File: config.mk
export PLATFORM = sky130hd
export DESIGN_NAME = serial_sub16
export DESIGN_NICKNAME = d
export VERILOG_FILES = /design/src/rtl/serial_sub16.sv
export SDC_FILE = /design/constraint.sdc
export NUM_CORES = 1
export LEC_CHECK = 0
export BUFFER_PORTS_ARGS = -buffer_cell sky130_fd_sc_hd__buf_2
export CAP_MARGIN = 30
export CORE_ASPECT_RATIO = 0.9
export CORE_MARGIN = 5
export CORE_UTILIZATION = 60
export CTS_BUF_LIST = sky130_fd_sc_hd__clkbuf_4
export DETAILED_ROUTE_END_ITERATION = 12
export PLACE_DENSITY = 0.91
export SKIP_CTS_REPAIR_TIMING = 1
export SYNTH_ARGS = -nofsm -noshare
export SYNTH_HDL_FRONTEND = slang
export SYNTH_SLANG_ARGS = --single-unit
File: constraint.sdc
create_clock -name clk -period 4 [get_ports clk]
set_clock_uncertainty 0.05 [all_clocks]
set_input_delay 0.4 -clock clk [delete_from_list [all_inputs] [get_ports clk]]
set_output_delay 0.4 -clock clk [all_outputs]
set_load 0.01 [all_outputs]
File: src/rtl/serial_sub16.sv
// Bit-serial subtractor: Z = X - Y one bit per clock, LSB first, via X + ~Y + 1.
// Flags follow the parallel ALU adder so either block can feed the same consumer.
//
// state | meaning
// IDLE  | waiting for start, last result held
// RUN   | one difference bit per edge, LSB first
// DONE  | one-cycle result pulse; start re-enters RUN directly
module serial_sub16 #(
  parameter int WIDTH = 16
) (
  input  logic             clk,
  input  logic             rst,
  input  logic             start,
  input  logic [WIDTH-1:0] X,
  input  logic [WIDTH-1:0] Y,
  output logic             busy,
  output logic             done,
  output logic [WIDTH-1:0] Z,
  output logic             S,
  output logic             ZR,
  output logic             CY,
  output logic             P,
  output logic             V
);

  localparam int CW = (WIDTH > 2) ? $clog2(WIDTH) : 1;

  typedef enum logic [1:0] {IDLE, RUN, DONE} state_t;

  state_t           state, state_nx;
  logic [WIDTH-1:0] x_sh, y_sh, acc, acc_nx;
  logic [CW-1:0]    count;
  logic             carry, carry_nx, sum_bit;
  logic             x_msb, y_msb;
  logic             accept, last_bit;

  always_comb begin
    state_nx = state;
    accept   = 1'b0;
    last_bit = 1'b0;
    sum_bit  = x_sh[0] ^ ~y_sh[0] ^ carry;
    carry_nx = (x_sh[0] & ~y_sh[0]) | (carry & (x_sh[0] ^ ~y_sh[0]));
    acc_nx   = {sum_bit, acc[WIDTH-1:1]};
    case (state)
      IDLE: begin
        if (start) begin
          accept   = 1'b1;
          state_nx = RUN;
        end
      end
      RUN: begin
        if (count == CW'(WIDTH - 1)) begin
          last_bit = 1'b1;
          state_nx = DONE;
        end
      end
      DONE: begin
        if (start) begin
          accept   = 1'b1;
          state_nx = RUN;
        end else begin
          state_nx = IDLE;
        end
      end
      default: state_nx = IDLE;
    endcase
  end

  always_ff @(posedge clk) begin
    if (rst) begin
      state <= IDLE;
      x_sh  <= '0;
      y_sh  <= '0;
      acc   <= '0;
      count <= '0;
      carry <= 1'b0;
      x_msb <= 1'b0;
      y_msb <= 1'b0;
      Z     <= '0;
      S     <= 1'b0;
      ZR    <= 1'b0;
      CY    <= 1'b0;
      P     <= 1'b0;
      V     <= 1'b0;
    end else begin
      state <= state_nx;
      if (accept) begin
        x_sh  <= X;
        y_sh  <= Y;
        carry <= 1'b1;
        count <= '0;
        x_msb <= X[WIDTH-1];
        y_msb <= Y[WIDTH-1];
      end else if (state == RUN) begin
        x_sh  <= x_sh >> 1;
        y_sh  <= y_sh >> 1;
        carry <= carry_nx;
        count <= count + 1'b1;
        acc   <= acc_nx;
      end
      // Published results change only on entry to DONE
      if (last_bit) begin
        Z  <= acc_nx;
        S  <= acc_nx[WIDTH-1];
        ZR <= (acc_nx == '0);
        CY <= ~carry_nx;
        P  <= ~^acc_nx;
        V  <= (x_msb != y_msb) && (acc_nx[WIDTH-1] != x_msb);
      end
    end
  end

  assign busy = (state == RUN);
  assign done = (state == DONE);

endmodule

==> results.txt <==
H-tree depth: 3
Clock share of power: 0.287
Detailed-route wire length: 6610 um
Routed length on met1: 2850 um
Insertion delay to the later sink of the worst-skew pair: 0.41 ns
Area of the mapped netlist: 3210 sq um
Clock Tree Buf Depth: 2
Synth area leader: dfxtp_1
Register area: 1520 sq um
Sw frac: 0.280
Slew Viols, Final: 0
Worst vdd ir: 0.217 mV
CTS clk-pin slew, worst paths: 0.12 ns
Top-level port count: 58
Tcrit/Tclk final: 0.631
Avg Synthesized Cell Area: 8.00 sq um
R2R Setup Slk: 1.79 ns
Vias per cell: 5.45
Total CTS buffers: 9
CP required: 3.55 ns
Fmax: 396 MHz
Hold depth: 3
Pleak: 0.00139 uW
Pre-antenna DRT Iters: 4
Global-route wire length before repair: 11200 um
Hold EP: x_sh[12]$_SDFFE_PP0P_
CP Max Fanout: 55
Routed length on met3: 466 um
RD Place Congestion: 0.801
Top post-synthesis cells by area: dfxtp_1 47%, nand2_1 15%, a311oi_1 7.1%
Grt total ovfl: 0
Area grow syn2layout: 10.5%
RSZ-0062 raised after global routing: no
Area fraction of the dominant cell type after synthesis: 0.474
PortBufs: 57
TritonCTS clock tree: done
Iteration-0 DRC Markers: 214
Row Count: 25
Vias in the first global route: 2638
Setup violations, final: 0
Post-route ant nets: 0
Met2 wire length: 3180 um
Tot GR Track Use: 0.201
Seq pwr share: 0.599
Arrival time at the worst endpoint: 2.07 ns
Pwr dens: 382 nW/um^2
Chip Width: 87.1 um
Die Area: 6910 sq um
Final #Nets: 484
Max Used Layer: met4
CP Capture Type: output pin
Core Area: 5220 sq um
Remaining DRCs: 0
Pin count of the biggest net entering global routing: 60
Sum of negative setup slack: 0 ns
Yosys cell types: 30
Initial Util: 0.614
Worst Setup Slack, final: 1.48 ns
Root buf cell: clkbuf_4
Setup crit start kind: flip-flop
Critical path class: reg2out
Worst r2r dst: y_sh[0]$_SDFFE_PP0P_
# diodes: 0
Worst reg2reg path startpoint: state[1]$_SDFFE_PP0P_
Status: finished clean
Headroom to the max-slew limit: 0.334
Max-cap viol count: 0
Class of the worst hold path: in2reg
Initial antenna violation count: 0
# fillers: 418
R2R depth: 5
Post-DP HPWL: 4380 um
Wire per inst: 12.9 um
Warnings from Yosys: 0
Switching power: 379 uW
Clk sinks: 76
Multi-input gate area: 1460 sq um
Final hold violations: 0
Die Y-Extent: 79.4 um
Dpl ws: 1.86 ns
Combinational Power Share: 0.114
Synth Register Bits: 76
Vias post-DR: 2788
Cell-internal power: 974 uW
Hold path start: X[12]
Syn Nets: 445
Register area share after synthesis: 0.474
Post-layout min period: 2.52 ns
Synth Instances: 401
Worst-Margin Slew: 0.999 ns
Ratio of cells with drive above 1 in the final layout: 0.178
-- cells in the mapped netlist --
master,instances
fa_1,1
or2_1,1
nand2b_1,2
buf_6,1
nor2_1,34
ha_1,8
mux2i_1,1
nand2_1,130
nor4_1,2
o211ai_2,1
a211oi_1,2
o21ai_0,1
inv_1,17
a22oi_1,4
nor2_2,1
xnor2_1,3
dfxtp_1,76
a21oi_1,41
a311oi_1,26
nor3_1,5
nor2b_1,2
buf_4,6
xor2_1,3
nand3_1,3
nand4_1,2
xnor3_1,2
buf_2,12
clkbuf_1,12
inv_4,1
a211oi_2,1
-- registers in the layout, indices dropped and copies added, names as in the netlist --
register,count
x_sh,16
carry,1
y_msb,1
P,1
V,1
ZR,1
acc,15
CY,1
state,2
y_sh,16
Z,16
x_msb,1
count,4
-- layout by cell type (no fill, tap or decap), types with 2 or more instances in the layout --
| master | count |
|---|---|
| nand3_1 | 3 |
| a21oi_1 | 41 |
| xnor2_1 | 3 |
| buf_2 | 57 |
| nand4_1 | 2 |
| a22oi_1 | 4 |
| ha_1 | 8 |
| xor2_1 | 3 |
| nor2_1 | 34 |
| nand2_1 | 130 |
| nor4_1 | 2 |
| clkbuf_4 | 9 |
| a211oi_1 | 2 |
| buf_4 | 2 |
| a311oi_1 | 26 |
| nor2b_1 | 2 |
| dfxtp_1 | 76 |
| inv_1 | 17 |
| nor3_1 | 5 |
| clkinv_2 | 3 |
| xnor3_1 | 2 |
| clkinv_4 | 2 |
-- routing by layer --
metal  global-route usage  vias up
met5                    0        -
met4               0.0997        0
met3               0.0446       12
met2                0.328       78
met1                0.249     1290
li1                     -     1408
-- logic make-up after synthesis --
group | count (synthesis) | share of synthesized area
muxes | 1 | 0.00312
adders and majority gates | 9 | 0.0375
buffers and inverters | 49 | 0.0722
AOI/OAI and AO/OA | 76 | 0.158
xor gates and xnor gates | 8 | 0.0304
DFF | 76 | 0.474
and+or+nand+nor | 182 | 0.224
-- worst max-delay path by stage --
stage / startpoint / endpoint / cells after the start
after floorplan: x_sh[0]$_SDFFE_PP0P_ / P$_SDFFE_PP0P_ / 6
after global placement: state[1]$_SDFFE_PP0P_ / busy / 3
after detailed placement: state[1]$_SDFFE_PP0P_ / y_sh[0]$_SDFFE_PP0P_ / 5
after CTS: state[1]$_SDFFE_PP0P_ / busy / 3
after global routing: state[0]$_SDFFE_PP0P_ / busy / 3
final: state[1]$_SDFFE_PP0P_ / busy / 3
-- cell type report --
class | count | share of cell area
Multi-Input combinational cell | 276 | 0.411
Clock inverter | 7 | 0.0124
Sequential cell | 76 | 0.429
Inverter | 18 | 0.0198
Tap cell | 67 | 0.0237
Timing Repair Buffer | 59 | 0.0847
Clock buffer | 9 | 0.0191
-- worst max-delay path, cell delays in order (launching register included) --
cell and delay (ns):
dfxtp_1 0.32, nand2b_1 0.49, inv_4 0.61, buf_2 0.23
-- through the flow --
step / util / total power (uW) / cell area [sq um] / instances / hold slack [ns]
3_5_place_dp: 0.657 / 980 / 3430 / 496 / 0.395
3_3_place_gp: 0.657 / 973 / 3430 / 496 / 0.386
4_1_cts: 0.678 / 1360 / 3540 / 512 / 0.182
6_report: 0.678 / 1350 / 3540 / 512 / 0.204
2_1_floorplan: - / 944 / 3210 / 401 / 0.386
5_1_grt: 0.678 / 1410 / 3540 / 512 / 0.186
-- power groups by stage --
stage	clock network (uW)	logic (uW)	registers [uW]
CTS	394	154	810
detailed placement	0	153	827
floorplan	0	122	822
global placement	0	147	826
global route	427	173	815
finish	388	155	811
Note: power is estimated with default switching activity, not from simulation.
